[config.mk]
export PLATFORM = sky130hd
export DESIGN_NAME = button_debounce
export DESIGN_NICKNAME = d
export VERILOG_FILES = /design/src/rtl/button_debounce.sv
export SDC_FILE = /design/constraint.sdc
export NUM_CORES = 1
export LEC_CHECK = 0
export CAP_MARGIN = 20
export CORE_MARGIN = 2
export CORE_UTILIZATION = 60
export DETAILED_ROUTE_END_ITERATION = 12
export PLACE_DENSITY = 0.89
export RECOVER_POWER = 50
export SYNTH_ARGS = -nofsm -noshare
export SYNTH_HDL_FRONTEND = slang
export SYNTH_SLANG_ARGS = --single-unit
[constraint.sdc]
create_clock -name i_clk -period 2.55 [get_ports i_clk]
set_input_delay 0.765 -clock i_clk [delete_from_list [all_inputs] [get_ports i_clk]]
set_output_delay 0.765 -clock i_clk [all_outputs]
set_load 0.02 [all_outputs]
[src/rtl/button_debounce.sv]
// button_debounce: turns one raw, bouncing push-button pin into clean,
// clock-synchronous events: debounced level, press/release pulses, a single
// long-press pulse and a wrapping 8-bit press counter. All outputs registered.
module button_debounce #(
    parameter int p_active_low  = 0,
    parameter int p_db_cycles   = 1200000,
    parameter int p_long_cycles = 12000000
) (
    input  logic       i_clk,
    input  logic       i_rst,
    input  logic       i_btn,
    output logic       o_level,
    output logic       o_press,
    output logic       o_release,
    output logic       o_long,
    output logic [7:0] o_count
);

    localparam int DB_W   = $clog2(p_db_cycles + 1);
    localparam int HOLD_W = $clog2(p_long_cycles + 1);

    localparam logic [DB_W-1:0]   DB_ZERO   = '0;
    localparam logic [DB_W-1:0]   DB_ONE    = DB_W'(1);
    localparam logic [DB_W-1:0]   DB_LAST   = DB_W'(p_db_cycles - 1);
    localparam logic [HOLD_W-1:0] HOLD_ZERO = '0;
    localparam logic [HOLD_W-1:0] HOLD_ONE  = HOLD_W'(1);
    localparam logic [HOLD_W-1:0] HOLD_LAST = HOLD_W'(p_long_cycles - 1);
    localparam logic [HOLD_W-1:0] HOLD_MAX  = HOLD_W'(p_long_cycles);
    localparam logic              ACT_LOW   = (p_active_low != 0);

    typedef enum logic [1:0] {
        S_UP,
        S_DN_WAIT,
        S_DOWN,
        S_UP_WAIT
    } state_t;

    state_t            state_q, state_d;
    logic              btn_pressed;
    logic              s1_q, s2_q;
    logic [DB_W-1:0]   db_cnt_q, db_cnt_d;
    logic [HOLD_W-1:0] hold_cnt_q, hold_cnt_d;
    logic              level_q, level_d;
    logic              press_q, press_d;
    logic              release_q, release_d;
    logic              long_q, long_d;
    logic [7:0]        count_q, count_d;

    // Normalise the pin so that 1 always means pressed.
    assign btn_pressed = i_btn ^ ACT_LOW;

    // Two-flop synchronizer; both stages come out of reset as released.
    always_ff @(posedge i_clk) begin
        if (i_rst) begin
            s1_q <= 1'b0;
            s2_q <= 1'b0;
        end else begin
            s1_q <= btn_pressed;
            s2_q <= s1_q;
        end
    end

    // State, counters and registered outputs.
    always_ff @(posedge i_clk) begin
        if (i_rst) begin
            state_q    <= S_UP;
            db_cnt_q   <= DB_ZERO;
            hold_cnt_q <= HOLD_ZERO;
            level_q    <= 1'b0;
            press_q    <= 1'b0;
            release_q  <= 1'b0;
            long_q     <= 1'b0;
            count_q    <= 8'd0;
        end else begin
            state_q    <= state_d;
            db_cnt_q   <= db_cnt_d;
            hold_cnt_q <= hold_cnt_d;
            level_q    <= level_d;
            press_q    <= press_d;
            release_q  <= release_d;
            long_q     <= long_d;
            count_q    <= count_d;
        end
    end

    // Next-state logic: a change is accepted only after p_db_cycles
    // consecutive agreeing samples; any reversal restarts the count.
    always_comb begin
        state_d    = state_q;
        db_cnt_d   = db_cnt_q;
        hold_cnt_d = hold_cnt_q;
        level_d    = level_q;
        press_d    = 1'b0;
        release_d  = 1'b0;
        long_d     = 1'b0;
        count_d    = count_q;

        case (state_q)
            S_UP: begin
                if (s2_q) begin
                    state_d  = S_DN_WAIT;
                    db_cnt_d = DB_ONE;
                end
            end

            S_DN_WAIT: begin
                if (!s2_q) begin
                    state_d  = S_UP;
                    db_cnt_d = DB_ZERO;
                end else if (db_cnt_q == DB_LAST) begin
                    state_d    = S_DOWN;
                    db_cnt_d   = DB_ZERO;
                    hold_cnt_d = HOLD_ZERO;
                    level_d    = 1'b1;
                    press_d    = 1'b1;
                    count_d    = count_q + 8'd1;
                end else begin
                    db_cnt_d = db_cnt_q + DB_ONE;
                end
            end

            S_DOWN: begin
                if (!s2_q) begin
                    state_d  = S_UP_WAIT;
                    db_cnt_d = DB_ONE;
                end else if (hold_cnt_q != HOLD_MAX) begin
                    hold_cnt_d = hold_cnt_q + HOLD_ONE;
                    if (hold_cnt_q == HOLD_LAST) begin
                        long_d = 1'b1;
                    end
                end
            end

            S_UP_WAIT: begin
                if (s2_q) begin
                    state_d  = S_DOWN;
                    db_cnt_d = DB_ZERO;
                end else if (db_cnt_q == DB_LAST) begin
                    state_d    = S_UP;
                    db_cnt_d   = DB_ZERO;
                    hold_cnt_d = HOLD_ZERO;
                    level_d    = 1'b0;
                    release_d  = 1'b1;
                end else begin
                    db_cnt_d = db_cnt_q + DB_ONE;
                end
            end

            default: begin
                state_d  = S_UP;
                db_cnt_d = DB_ZERO;
            end
        endcase
    end

    assign o_level   = level_q;
    assign o_press   = press_q;
    assign o_release = release_q;
    assign o_long    = long_q;
    assign o_count   = count_q;

endmodule

## Word level (Yosys, flattened, before mapping)

Index checks and enable logic that the tools add are counted.

| storage, ports and cells | value |
|---|---|
| input bits | 3 |
| register bits | 61 |
| output and inout bits | 12 |
| logic and storage cells | 71 |

| operators by class | value |
|---|---|
| muxes and demuxes | 26 |
| bitwise gates (word level) | 5 |
| reductions and logical operators | 11 |
| equal/unequal tests | 16 |
| add/sub/neg operators | 3 |

Operators by type and width:

| cell | count |
|---|---|
| $mux 24 | 5 |
| $mux 21 | 5 |
| $pmux 21 s4 | 1 |
| $pmux 24 s3 | 1 |
| $add 24x1->24 const B | 1 |
| $eq 24x24->1 const B | 1 |
| $ne 24x24->1 const B | 1 |
| $add 21x1->21 const B | 1 |
| $eq 21x21->1 const B | 1 |
| $ne 2x2->1 const B | 8 |
| $mux 2 | 6 |
| $reduce_and 5->1 | 2 |
| $add 8x1->8 const B | 1 |
| $pmux 2 s4 | 1 |
| $mux 1 | 6 |
| $ne 3x3->1 const B | 2 |
| $reduce_or 3->1 | 2 |
| $not 1->1 | 5 |
| $eq 2x2->1 const B | 2 |
| $reduce_and 4->1 | 1 |
| $reduce_or 4->1 | 1 |
| $reduce_and 3->1 | 1 |
| $reduce_bool 3->1 | 1 |
| $eq 2x1->1 const B | 1 |
| other kinds (4) | 4 |

## Longest topological paths before layout

| depth | value |
|---|---|
| depth after elaboration | 4 |
| gate-level depth with buffers | 9 |

## Worst setup path before layout

OpenSTA, ideal clock, no wires.

| timing path | value |
|---|---|
| kind | flip-flop to flip-flop |
| start point | register db_cnt_q[0] |
| end point | register hold_cnt_q[16] |
| stages on the path, launching flop included | 9 |
| setup slack | 0.515 ns |
| data arrival time | 1.907 ns |
| cell sequence | dfxtp_1 -> ha_1 -> nand4_1 -> nor4b_4 -> a41oi_2 -> buf_2 -> buf_6 -> a21oi_1 -> mux2i_1 |

| on the way | value |
|---|---|
| word-level cells in the longest chain between the ends | 4 |
| elaborated cells between the ends (all ways) | 5 |
| classes of those cells | 1 x eq/ne; 4 x mux |

RTL lines:

| element | RTL line | text |
|---|---|---|
| start, declared | 41 | `logic [DB_W-1:0] db_cnt_q, db_cnt_d;` |
| start signal, assigned | 76 | `db_cnt_q <= db_cnt_d;` |
| $eq 21x21->1 (*) | 110, 138 |  |
| $mux 24 (*) | - |  |
| $mux 24, on equally long branches | - |  |
| $pmux 24 s3 (*) | - |  |
| end signal, assigned | 77 | `hold_cnt_q <= hold_cnt_d;` |
| end, declared | 42 | `logic [HOLD_W-1:0] hold_cnt_q, hold_cnt_d;` |

Every way passes the cells marked *; elsewhere a longest branch is shown, timed or not. The select of a mux whose other input is x is not followed.
A chain may end at the register's enable or synchronous reset.

## Worst setup path in the final report

| timing path | value |
|---|---|
| start point | register db_cnt_q[0] |
| end point | register hold_cnt_q[14] |

Same word-level chain as after synthesis.

==> results.sh <==
export IMPL_yosysUniqueCellTypes=54
export IMPL_cts_resized=0
export IMPL_ios=15
export IMPL_swShare_pct=23.0
export IMPL_vias=3137
export IMPL_postCtsSetupBuffers=0
export IMPL_num_rows=27
export IMPL_cts_buffers=9
export IMPL_final_common_cell="dfxtp_1"
export IMPL_drt_total_wl_mm=7.67
export IMPL_post_drt_wl_per_cell_um=15.6
export IMPL_final_area_mm2=0.00379
export IMPL_synthArstFlopShare_pct=0
export IMPL_synth_seq_cells=61
export IMPL_power_density_mw_per_mm2=526
export IMPL_cp_arrival_ns=2.61
export IMPL_drive_above_1_share_pct=10.7
export IMPL_drtIter0Drc=310
export IMPL_crit_top_cell="a22o_1"
export IMPL_p_int_w=0.00154
export IMPL_synth_top_family_by_area="simple AND/OR/NAND/NOR gates"
export IMPL_worst_pin_slew_ns=0.877
export IMPL_core_mm2=0.00547
export IMPL_cts_tree="done"
export IMPL_synth_xor_area_share_pct=3.89
export IMPL_diodes=0
export IMPL_synth_edff_count=0
export IMPL_power_w=0.00199
export IMPL_power_frac_seq_pct=48.1
export IMPL_grt_pass1_wl_mm=13.0
export IMPL_synth_mux_area_share_pct=4.15
export IMPL_area_delta_synth_final_pct=12.5
export IMPL_cts_max_level=3
export IMPL_die_height_um=79.0
export IMPL_ys_flop_type="dfxtp_1"
export IMPL_yosysSeqAreaShare_pct=36.2
export IMPL_dp_hpwl_mm=4.99
export IMPL_initial_utilization_pct=61.6
export IMPL_min_period_ns=2.37
export IMPL_avgViaCountPerCell=6.38
export IMPL_drc_errors=0
export IMPL_antenna_left=0
export IMPL_synth_simple_gate_area_share_pct=31.2
export IMPL_clock_skew_ns=0.00966
export IMPL_cts_hold_buf=0
export IMPL_placed_cells=476
export IMPL_slew_viol_final=0
export IMPL_start_kind="flip-flop"
export IMPL_setup_viol=0
export IMPL_critical_path_endpoint_type="flip-flop"
export IMPL_clkTransAtPathRegs_ns=0.08
export IMPL_critical_path_class="flip-flop to flip-flop"
export IMPL_worstPathMaxFanout=23
export IMPL_antenna_found_initial=0
export IMPL_synth_area_mm2=0.00337
export IMPL_clock_sinks=61
export IMPL_hold_viol_final=0
export IMPL_hp_class="flip-flop to flip-flop"
export IMPL_rsz0062_at_grt="no"
export IMPL_final_cell_mix="61 x dfxtp_1, 35 x nor2_1, 32 x a21oi_1"
export IMPL_maxCapViolations=0
export IMPL_synth_compound_gate_area_share_pct=17.4
export IMPL_synthesis_instances=401
export IMPL_firstDrtPassIters=5
export IMPL_fmax_ghz=0.423
export IMPL_worstPathCellList="ha_1 -> nand4_1 -> nor4b_4 -> a41oi_2 -> buf_12 -> a22o_1 -> a22o_1"
export IMPL_ir_drop_v=0.000440
export IMPL_leakage_nw=1.38
export IMPL_die_x_um=79.0
export IMPL_finalCritPeriodShare_pct=92.7
export IMPL_syn_avg_cell_area_um2=8.41
export IMPL_clock_path_buffers=2
export IMPL_instances_no_fill=492
export IMPL_p_clk_share_pct=48.8
export IMPL_grt_max_degree=30
export IMPL_combPwrFrac_pct=3.2
export IMPL_slowest_delay_ns=0.43
export IMPL_slowest_stage="nor4b_4"
export IMPL_p_switching_w=0.000458
export IMPL_relSlewSlack_pct=41.6
export IMPL_synth_warnings=0
export IMPL_cts_root_buf="clkbuf_8"
export IMPL_finalWeightedCongestion=0.889
export IMPL_grt_pass1_vias=2876
export IMPL_tns_ns=0
export IMPL_port_buffers=14
export IMPL_status="finished clean"
export IMPL_clock_latency_ns=0.35
export IMPL_worstPathRequired_ns=2.79
export IMPL_synth_fa_ha_area_share_pct=1.48
export IMPL_syn_nets=408
export IMPL_die_area_mm2=0.00624
export IMPL_track_usage_pct=26.2
export IMPL_nets=422
export IMPL_postPlaceCellArea_mm2=0.00359
export IMPL_grt_overflow=0
final cells by class:
| class | count | area (µm²) |
|---|---|---|
| clock buffer | 9 | 124 |
| clock inverter | 7 | 98.8 |
| fill | 405 | 1680 |
| inverter | 16 | 60.1 |
| multi-input combinational | 301 | 1960 |
| sequential | 61 | 1220 |
| tap | 72 | 90.1 |
| timing repair buffer | 26 | 245 |
cells in the mapped netlist (4+ instances only):
cell | instances | area share (%)
a21o_1 | 9 | 2.0
a21oi_1 | 32 | 4.7
a22o_1 | 11 | 2.9
a31oi_1 | 6 | 1.1
and2_1 | 6 | 1.1
and3_1 | 6 | 1.1
and4_1 | 4 | 1.0
buf_2 | 5 | 0.74
clkbuf_1 | 13 | 1.4
dfxtp_1 | 61 | 36
ha_1 | 4 | 1.5
inv_1 | 16 | 1.8
mux2i_1 | 14 | 4.2
nand2_1 | 29 | 3.2
nand3_1 | 24 | 3.6
nand4_1 | 19 | 3.5
nor2_1 | 35 | 3.9
nor3_1 | 9 | 1.3
nor3b_1 | 4 | 0.89
nor4_1 | 8 | 1.5
o21ai_0 | 13 | 1.9
or3_1 | 9 | 1.7
xnor2_1 | 12 | 3.1
power by group through the flow:
stage,logic [W],clock network (W),registers (W)
finish,0.0000628,0.000972,0.000959
global placement,0.0000594,0,0.000981
floorplan,0.0000478,0,0.000978
detailed placement,0.0000614,0,0.000981
CTS,0.0000628,0.000974,0.000959
global route,0.0000682,0.00103,0.000959
routing by layer:
layer | GRT usage, % | wire length, µm | up-vias
met5 | 0 | 0 | -
met4 | 11.6 | 150 | 0
li1 | - | - | 1505
met2 | 43.1 | 3650 | 128
met1 | 32.8 | 3380 | 1483
met3 | 6.14 | 494 | 21
worst max-delay path: cells and delay by family, from the launching register on:
kind	cells	cell delay, ns
buf+inv	1	0.22
simple gates	2	0.66
compound gates	3	0.70
flops	1	0.40
fa+ha+maj	1	0.28
cells by family after synthesis:
group / after synthesis
AND/OR/NAND/NOR: 180
AO/OA/AOI/OAI: 88
flip-flops: 61
buffers and inverters: 39
XOR/XNOR: 15
multiplexers: 14
adder cells (fa/ha/maj): 4
path summary, 6_finish.rpt:
kind / startpoint / to / slack, ns / cells after the start
worst max-delay path: db_cnt_q[0]$_SDFFE_PP0P_ / hold_cnt_q[14]$_SDFFE_PP0P_ / 0.18 / 7
worst min-delay path: s1_q$_SDFF_PP0_ / s2_q$_SDFF_PP0_ / 0.44 / 1
worst max register to register: db_cnt_q[0]$_SDFFE_PP0P_ / hold_cnt_q[14]$_SDFFE_PP0P_ / 0.18 / 7
worst min register to register: s1_q$_SDFF_PP0_ / s2_q$_SDFF_PP0_ / 0.44 / 1
flip-flops by register name, summed over array words and instances (netlist names), named ones only:
| register | count |
|---|---|
| db_cnt_q | 21 |
| o_level | 1 |
| s1_q | 1 |
| o_count | 8 |
| hold_cnt_q | 24 |
| o_release | 1 |
| state_q | 1 |
| o_long | 1 |
| o_press | 1 |
| s2_q | 1 |
through the flow:
stage / worst slack [ns] / hold slack (ns) / util, %
final: 0.185 / 0.442 / 69.3
after global routing: 0.0283 / 0.459 / 69.3
after CTS: 0.140 / 0.446 / 69.6
after detailed placement: 0.113 / 0.426 / 65.5
after global placement: 0.171 / 0.421 / 65.5
after floorplan: 0.515 / 0.414 / -
Power figures use the tool's default switching activity.
